## src/rtl/trng_crngt.sv

```systemverilog
// Continuous RNG test stage: drops any 16-bit collector word equal to its predecessor,
// forwards the rest to the EHR with a slot counter, and flags EHR-full to the CPU side.
module trng_crngt #(
   parameter int EHR_WIDTH = 128,
   parameter int ERR_CNT_W = 8
) (
   input  logic                 rng_clk,
   input  logic                 rst_trng_logic,
   input  logic [15:0]          collector_dout,
   input  logic                 collector_valid,
   input  logic                 trng_crngt_bypass,
   input  logic                 ehr_rd_done,
   output logic                 crngt_rd_collector,
   output logic [15:0]          crngt_dout,
   output logic                 crngt_valid,
   output logic                 curr_test_err,
   output logic [7:0]           bits_counter,
   output logic                 trng_valid,
   output logic [ERR_CNT_W-1:0] crngt_err_cnt
);
   typedef enum logic {ST_ARM = 1'b0, ST_RUN = 1'b1} state_t;

   localparam logic [7:0] LAST_SLOT = 8'(EHR_WIDTH - 16);

   state_t               r_state;
   state_t               w_state_next;
   logic [15:0]          r_prev;
   logic [15:0]          r_dout;
   logic                 r_valid;
   logic                 r_err;
   logic                 r_full;
   logic [7:0]           r_bits;
   logic [ERR_CNT_W-1:0] r_err_cnt;
   logic                 w_accept;
   logic                 w_seed;
   logic                 w_pass;
   logic                 w_fail;
   logic                 w_advance;
   logic                 w_wrap;

   // One word per two cycles at most: the output pulses themselves block acceptance.
   assign w_accept           = collector_valid & ~r_full & ~r_valid & ~r_err;
   assign crngt_rd_collector = w_accept & ~trng_crngt_bypass;
   assign w_advance          = r_valid | (trng_crngt_bypass & collector_valid & ~r_full);
   assign w_wrap             = (r_bits == LAST_SLOT);

   always_comb begin
      w_state_next = r_state;
      w_seed       = 1'b0;
      w_pass       = 1'b0;
      w_fail       = 1'b0;
      if (trng_crngt_bypass) begin
         w_state_next = ST_ARM;
      end else if (w_accept) begin
         if (r_state == ST_ARM) begin
            w_seed       = 1'b1;
            w_state_next = ST_RUN;
         end else if (collector_dout == r_prev) begin
            w_fail       = 1'b1;
            w_state_next = ST_ARM;
         end else begin
            w_pass       = 1'b1;
         end
      end
   end

   always_ff @(posedge rng_clk) begin
      if (rst_trng_logic) begin
         r_state   <= ST_ARM;
         r_prev    <= '0;
         r_dout    <= '0;
         r_valid   <= 1'b0;
         r_err     <= 1'b0;
         r_full    <= 1'b0;
         r_bits    <= '0;
         r_err_cnt <= '0;
      end else begin
         r_state <= w_state_next;
         r_valid <= w_pass;
         r_err   <= w_fail;
         if (w_seed || w_pass) begin
            r_prev <= collector_dout;
         end
         if (w_pass) begin
            r_dout <= collector_dout;
         end
         // A repeat zeroes the EHR, so the fill restarts from slot 0.
         if (w_fail) begin
            r_bits <= '0;
         end else if (w_advance) begin
            r_bits <= w_wrap ? 8'd0 : r_bits + 8'd16;
         end
         if (w_fail) begin
            r_full <= 1'b0;
         end else if (w_advance && w_wrap) begin
            r_full <= 1'b1;
         end else if (ehr_rd_done) begin
            r_full <= 1'b0;
         end
         if (w_fail && (r_err_cnt != '1)) begin
            r_err_cnt <= r_err_cnt + 1'b1;
         end
      end
   end

   assign crngt_dout    = r_dout;
   assign crngt_valid   = r_valid;
   assign curr_test_err = r_err;
   assign bits_counter  = r_bits;
   assign trng_valid    = r_full;
   assign crngt_err_cnt = r_err_cnt;
endmodule

```

## config.mk

```make
export PLATFORM = sky130hd
export DESIGN_NAME = trng_crngt
export DESIGN_NICKNAME = d
export VERILOG_FILES = /design/src/rtl/trng_crngt.sv
export SDC_FILE = /design/constraint.sdc
export NUM_CORES = 1
export LEC_CHECK = 0
export BUFFER_PORTS_ARGS = -buffer_cell sky130_fd_sc_hd__buf_2
export CORE_AREA = 8 8 75 77
export CTS_BUF_LIST = sky130_fd_sc_hd__clkbuf_8
export DETAILED_ROUTE_END_ITERATION = 7
export DIE_AREA = 0 0 83 85
export PLACE_DENSITY = 0.84
export SLEW_MARGIN = 15
export SYNTH_ARGS = -nofsm -noshare
export SYNTH_HDL_FRONTEND = slang
export SYNTH_SLANG_ARGS = --single-unit
```

## constraint.sdc

```tcl
create_clock -name rng_clk -period 3.9 [get_ports rng_clk]
set_clock_uncertainty 0.15 [all_clocks]
set_input_delay 0.39 -clock rng_clk [delete_from_list [all_inputs] [get_ports rng_clk]]
set_output_delay 0.39 -clock rng_clk [all_outputs]
set_load 0.02 [all_outputs]
```

# Word level (Yosys, flattened, before mapping)

Cells that the tools add are included.

Flip-flop bits (word level): 52
Input port bits: 21
Output and inout port bits: 36
Logic and storage cells: 45

Add/subtract/negate cells: 2
Eq/ne operators: 3
Mux-type cells: 15
Bitwise logic cells: 11
Reduce and logical (&&, ||, !) cells: 6

Operators by type and width:

| cell                                                                   | number |
|---|---|
| 16-bit equality test                                                   | 1 |
| 1-bit 2-to-1 mux                                                       | 14 |
| 8-bit by 1-bit adder with 8-bit output (second input constant)         | 1 |
| 8-bit by 5-bit adder with 8-bit output (second input constant)         | 1 |
| 8-bit by 7-bit equality test with 1-bit output (second input constant) | 1 |
| 8-bit 2-to-1 mux                                                       | 1 |
| 8-bit != test (second input constant)                                  | 1 |
| 1-bit AND                                                              | 6 |
| 1-bit NOT                                                              | 4 |
| 2-bit OR reduction                                                     | 2 |
| 1-bit logical AND                                                      | 2 |
| 2-bit nonzero test                                                     | 1 |
| 1-bit logical OR                                                       | 1 |
| 1-bit OR                                                               | 1 |

# Logic depth before layout (Yosys ltp)

Gate-level depths: netlist of run 1.

Depth in word-level cells: 7
Mapped depth: 7
Depth with buffers taken out: 6

# Worst setup path before layout of run 1

Ideal clock, no wire load.

Path kind: reg-to-output
Start point: reg r_full (netlist: trng_valid)
End point: out crngt_rd_collector
Arrival time: 1.473 ns
Data required time: 3.360 ns
Setup slack: 1.887 ns
Cell stages (with the launch flop): 6
Path buffers: 2
Cell sequence: dfxtp_1 -> nor4b_4 -> nand2_1 -> clkbuf_1 -> clkbuf_1 -> inv_1

Cells in the longest elaborated chain, start to end: 5

Ends and longest elaborated chain:

| what                   | line | RTL |
|---|---|---|
| start, declared        | 31   | `logic r_full;` |
| start signal, assigned | 74   | `r_full <= 1'b0;` |
| start signal, assigned | 94   | `r_full <= 1'b0;` |
| start signal, assigned | 96   | `r_full <= 1'b1;` |
| 1-bit NOT              | 42   | `assign w_accept = collector_valid & ~r_full & ~r_valid & ~r_err;` |
| 1-bit AND (3 in a row) | 42   |  |
| 1-bit AND              | 43   | `assign crngt_rd_collector = w_accept & ~trng_crngt_bypass;` |
| end, declared          | 13   | `output logic crngt_rd_collector,` |

Every way passes these cells.

# Worst setup path after layout of run 1

Start point: reg r_prev[9]
End point: reg r_err_cnt[4] (netlist: crngt_err_cnt[4])

Cells in the longest elaborated chain, start to end: 6

Ends and longest elaborated chain:

| what                   | line | RTL |
|---|---|---|
| start, declared        | 27   | `logic [15:0] r_prev;` |
| start signal, assigned | 82   | `r_prev <= collector_dout;` |
| 16-bit equality test   | 58   | `end else if (collector_dout == r_prev) begin` |
| 1-bit 2-to-1 mux       | 58   |  |
| 1-bit 2-to-1 mux       | 55   | `if (r_state == ST_ARM) begin` |
| 1-bit 2-to-1 mux       | 54   | `end else if (w_accept) begin` |
| 1-bit 2-to-1 mux       | 52   | `if (trng_crngt_bypass) begin` |
| 1-bit logical AND      | 100  | `if (w_fail && (r_err_cnt != '1)) begin` |
| end signal, assigned   | 101  | `r_err_cnt <= r_err_cnt + 1'b1;` |
| end, declared          | 33   | `logic [ERR_CNT_W-1:0] r_err_cnt;` |

Every way passes these cells.
A chain may end at the register's enable or synchronous reset.

==> impl_metrics.ini, run 1 <==
[sta]
timing.fmax_mhz = 435
max-slew-margin-rel_pct = 64.8
whs_ps = 237
period_needed_ps = 2300
rsz0062_at_grt = no
setup-tns-final_ps = 0
tightest_slew_ps = 528
slew_viol_final = 0
final_hold_viol_count = 0
fin_crit_sh_pct = 59.0
setup_viol = 0

[clock_network]
cts_tree = done
path_clk_slew_ps = 90
cts_buffer_depth = 2
h-tree-depth = 2
post-cts-setup-buffer-count = 0
clk_latency_ps = 300
cts_sinks = 48
ctsResizeCount = 0
root_buffer = clkbuf_8
cts_made_buffers = 5
hold_buffers = 0

[logic_synthesis]
ys_async_sr_fraction_pct = 0
avgSynthCellArea_um2 = 8.69
synth_area_leader_cell = dfxtp_1
synth_edf_count = 0
yosys.area.top_type_share_pct = 37.9
yosysMostFrequentCell = dfxtp_1
ys_seq_elements = 48
synthCells = 292
synthDistinctLibCells = 36
ys_seq_area_share_pct = 37.9
yosysWarnings = 0
synth_area_leaders = dfxtp_1, xor2_1, nor4b_1, o311ai_0, a31o_2
synth_common_cells = dfxtp_1, nand2_1, clkbuf_1
synthFlopType = dfxtp_1
syn-cell-area_mm2 = 0.00254

[drt]
wl_per_cell_um = 15.8
antenna_left = 0
firstDrtPassIters = 4
drt_wl_total_mm = 6.05
drc = 0
dr.first_iter.drc_count = 185
num_vias = 2406
avgViaCountPerCell = 6.28

[finish]
postLayoutCellArea_mm2 = 0.00289
nets = 351
drive_above_1_share_pct = 26.4
syn_to_final_growth_pct = 13.7
diodes = 0
post-route-util_pct = 63.6

[critical_path]
reg2reg_slack_ps = 1600
path_class = reg2reg
r2r_cells = 5
crit_path_start_kind = register
r2r-end = crngt_err_cnt[4]
worstPathArrival_ps = 2380
crit_path_end_kind = register
endpoint = crngt_err_cnt[4]
crit_path_max_fanout = 13
startpoint = r_prev[9]
r2r_start = r_prev[9]
required_ps = 3980

[floorplanning]
fp.coreArea_mm2 = 0.00454
die_area_mm2 = 0.00706
die_w_um = 83
initial_core_util_pct = 56.0
die_y_um = 85
num_rows = 25
io_pins = 57

[status]
status = finished, final reports clean

[global_routing]
antenna_found_initial = 0
grt_overflow = 0
first_global_vias = 2385
grt_pass1_wl_mm = 10.3
track_usage_pct = 16.9
grt_max_degree = 50

[place]
place_congestion = 0.811
post_dp_cell_area_mm2 = 0.00278
place.port_buffers = 52
dp_hpwl_mm = 4.16

[power_and_ir_drop]
leakagePower_nw = 1.14
finalPower_mw = 0.994
p_per_area_mw_per_mm2 = 345
max-vdd-ir-drop_mv = 0.251

[worst_hold_path]
hold_path.class = in2reg

[flow_run]
maxCapViolCount = 0
## through the flow
stage | worst slack (ps) | instances
after CTS | 1580 | 383
after detailed placement | 1440 | 375
after floorplan | 1890 | 295
after global placement | 1490 | 375
after global routing | 1390 | 383
final | 1600 | 383
## cells in the final DEF, fill, tap and decap left out, types with 3 or more instances in the layout
master    count
a21oi_1      11
a31o_1        4
a31o_2       13
a31oi_1      17
buf_2        52
buf_4         7
clkbuf_8      5
conb_1        4
dfxtp_1      48
inv_1         4
nand2_1      25
nand3_1       8
nand4_1      17
nor2_1       10
nor2b_1       4
nor3_1       19
nor4_2        4
nor4b_1      16
o21ai_0       3
o311ai_0     16
o31ai_1       3
or4_1         4
xor2_1       17
## where the power goes
part / internal [mW] / leakage [nW] / switching, mW
clock network: 0.188 / 0.0593 / 0.160
registers: 0.508 / 0.391 / 0.0154
logic: 0.0452 / 0.691 / 0.0777
total: 0.741 / 1.14 / 0.253
## cells by family after synthesis
logic type	count (synthesis)	synth area share (%)
muxes	1	0.444
AOI/OAI and AO/OA	71	20.5
other	1	0.148
adders and majority gates	2	0.986
buffers and inverters	37	6.60
xor gates and xnor gates	17	5.86
DFF	48	37.9
and+or+nand+nor	115	27.6
## routing by layer
metal  global-route usage [%]  vias to the layer above  part of all wire, %
li1                         -                     1195                    -
met1                     17.6                     1136                   43
met2                     30.5                       63                   50
met3                     4.98                       12                  5.1
met4                     7.67                        0                  2.1
met5                        0                        -                    0
## state kept, by name, indices dropped and copies added, names as in the netlist
name           count
crngt_err_cnt      8
trng_valid         1
bits_counter       4
crngt_dout        16
curr_test_err      1
r_prev            16
r_state            1
crngt_valid        1
## layout make-up
class / instances / area [um2]
multi-input cells: 210 / 1420
well taps: 54 / 67.6
flip-flops and latches: 48 / 961
clock buffers: 5 / 68.8
inverters: 4 / 15.0
fillers: 395 / 1650
repair buffers: 59 / 313
clock inverters: 3 / 38.8
## worst min path at each step
stage / start / endpoint / slack (ps) / cells after the start
finish: ehr_rd_done / trng_valid / 240 / 4
global route: ehr_rd_done / trng_valid / 240 / 4
CTS: ehr_rd_done / trng_valid / 230 / 4
detailed placement: crngt_dout[8] / crngt_dout[8] / 310 / 1
global placement: crngt_dout[8] / crngt_dout[8] / 310 / 1
floorplan: r_prev[15] / r_prev[15] / 360 / 2
## critical path, stage by stage, from the launching register on
cell     delay, ps
dfxtp_1        340
xor2_1         170
nor4_2         340
nand4_1        460
or4_1          630
a21oi_1        150
Power figures use the tool's default switching activity.
==> inputs of run 2 (changes only) <==
Settings changed: ABC_AREA set to 1, CORE_AREA 8 8 75 77 to 8 8 78 80, DIE_AREA 0 0 83 85 to 0 0 86 88, PLACE_DENSITY 0.84 to 0.79.
Clock period 3.9 ns to 2.15 ns, I/O delays scaled along.
==> impl_metrics.ini, run 2 <==
[drt]
avgViaCountPerCell = 4.80
antenna_left = 0
num_vias = 2344
dr.first_iter.drc_count = 144
drc = 0
wl_per_cell_um = 11.5
firstDrtPassIters = 4
drt_wl_total_mm = 5.63

[floorplanning]
die_w_um = 86
die_area_mm2 = 0.00757
io_pins = 57
fp.coreArea_mm2 = 0.00491
die_y_um = 88
num_rows = 26
initial_core_util_pct = 52.7

[finish]
final_common_cell = nand2_1
post-route-util_pct = 60.6
diodes = 0
syn_to_final_growth_pct = 15.0
nets = 440
drive_above_1_share_pct = 25.4
layout_common_cells = nand2_1, buf_2, nor2_1, dfxtp_1, inv_1

[critical_path]
endpoint = crngt_rd_collector
required_ps = 1780
crit_path_max_fanout = 33
r2r_cells = 9
startpoint = trng_crngt_bypass
crit_path_end_kind = primary output
worstPathArrival_ps = 1610
path_class = in2out
r2r-end = crngt_err_cnt[0]
r2r_start = crngt_err_cnt[0]
reg2reg_slack_ps = 230
crit_path_start_kind = primary input

[status]
status = finished, final reports clean

[place]
post-place-ws_ps = 249
place_congestion = 0.830
dp_hpwl_mm = 4.08
place.port_buffers = 52

[sta]
fin_crit_sh_pct = 92.0
timing.fmax_mhz = 506
final_hold_viol_count = 0
period_needed_ps = 1980
slew_viol_final = 0
setup_slack_ps = 173
rsz0062_at_grt = no
setup-tns-final_ps = 0
setup_viol = 0

[global_routing]
first_global_vias = 2241
grt_overflow = 0
antenna_found_initial = 0
track_usage_pct = 15.9
grt_pass1_wl_mm = 9.87
grt_max_degree = 34

[logic_synthesis]
yosys.area.top_type_share_pct = 37.1
ys_async_sr_fraction_pct = 0
synth_edf_count = 0
synthCells = 368
ys_seq_area_share_pct = 37.1
syn-cell-area_mm2 = 0.00259
avgSynthCellArea_um2 = 7.04
synthFlopType = dfxtp_1
yosysWarnings = 0
synth_area_leaders = dfxtp_1, nand2_1, nor2_1, inv_1, nand3_1
yosysMostFrequentCell = nand2_1
synth_common_cells = nand2_1, dfxtp_1, nor2_1
ys_seq_elements = 48
synthDistinctLibCells = 33
synth_area_leader_cell = dfxtp_1

[clock_network]
cts_sinks = 48
path_clk_slew_ps = 90
root_buffer = clkbuf_8
clk_latency_ps = 300
cts_tree = done
h-tree-depth = 2
cts_made_buffers = 5
cts_buffer_depth = 2

[power_and_ir_drop]
p_per_area_mw_per_mm2 = 618
leakagePower_nw = 1.44
max-vdd-ir-drop_mv = 0.367
finalPower_mw = 1.84

[flow_run]
maxCapViolCount = 0

[worst_hold_path]
hp-start = collector_dout[4]
hold_path.class = in2reg
run 2: changes by cell type after synthesis, moves of 16 or more:
cell and delta:
o311ai_0 -16, clkbuf_1 -20, a21oi_1 +17, nand3_1 +22
nand2_1 +67, nor4b_1 -16, xor2_1 -16, nor2_1 +38
inv_1 +38, a31oi_1 -17
run 2: logic make-up (layout without fill, tap and decap cells):
group           after synthesis  count (layout)  synth area share, %
compound gates               40              40                 9.13
xor+xnor                      1               1                0.338
fa+ha+maj                     2               2                0.966
buf+inv                      64             111                 11.9
flops                        48              48                 37.1
mux                           1               1                0.386
other cells                   1               4                0.145
simple gates                211             211                 40.0
run 2: layout make-up:
| type | count | area (um2) |
|---|---|---|
| clock buffer | 6 | 82.6 |
| clock inverter | 2 | 38.8 |
| fill | 449 | 1930 |
| inverter | 47 | 181 |
| multi-input combinational | 259 | 1330 |
| sequential | 48 | 961 |
| tap | 70 | 87.6 |
| timing repair buffer | 56 | 293 |
run 2: metrics by stage:
stage	hold slack (ps)	area [um2]	instances
2_1_floorplan	144	2600	371
3_3_place_gp	298	2840	479
3_5_place_dp	302	2840	479
4_1_cts	43.2	2980	488
5_1_grt	53.2	2980	488
6_report	54.0	2980	488
run 2: worst min-delay path by stage:
stage / slack (ps) / to / depth (start not counted)
after global routing: 50 / crngt_dout[7] / 3
after detailed placement: 300 / crngt_dout[3] / 2
after CTS: 40 / crngt_dout[4] / 3
after global placement: 300 / crngt_dout[5] / 2
final: 50 / crngt_dout[4] / 3
after floorplan: 140 / r_state / 1
run 2: worst max-delay path: stages:
cell	delay [ps]
dlygate4sd3_1	540
buf_2	150
nor2_4	110
buf_4	340
buf_2	240
run 2: routing by layer:
| layer | global-route usage [%] | vias up | wire [um] |
|---|---|---|---|
| met4 | 7.32 | 0 | 89 |
| met1 | 18.8 | 1042 | 2680 |
| met3 | 3.56 | 7 | 281 |
| met5 | 0 | - | 0 |
| met2 | 26.8 | 50 | 2580 |
| li1 | - | 1245 | - |
run 2: what timing repair did:
action                                  CTS  global route
hold buffers                              1             0
resized for setup                         0             1
hold endpoints to repair                  1             0
buffers inserted                          0             0
endpoints found under the setup margin    0             1
run 2: where the power goes:
part,internal [mW],switching (mW),total (mW)
Clock,0.380,0.302,0.682
Combinational,0.0822,0.140,0.222
Sequential,0.916,0.0201,0.937
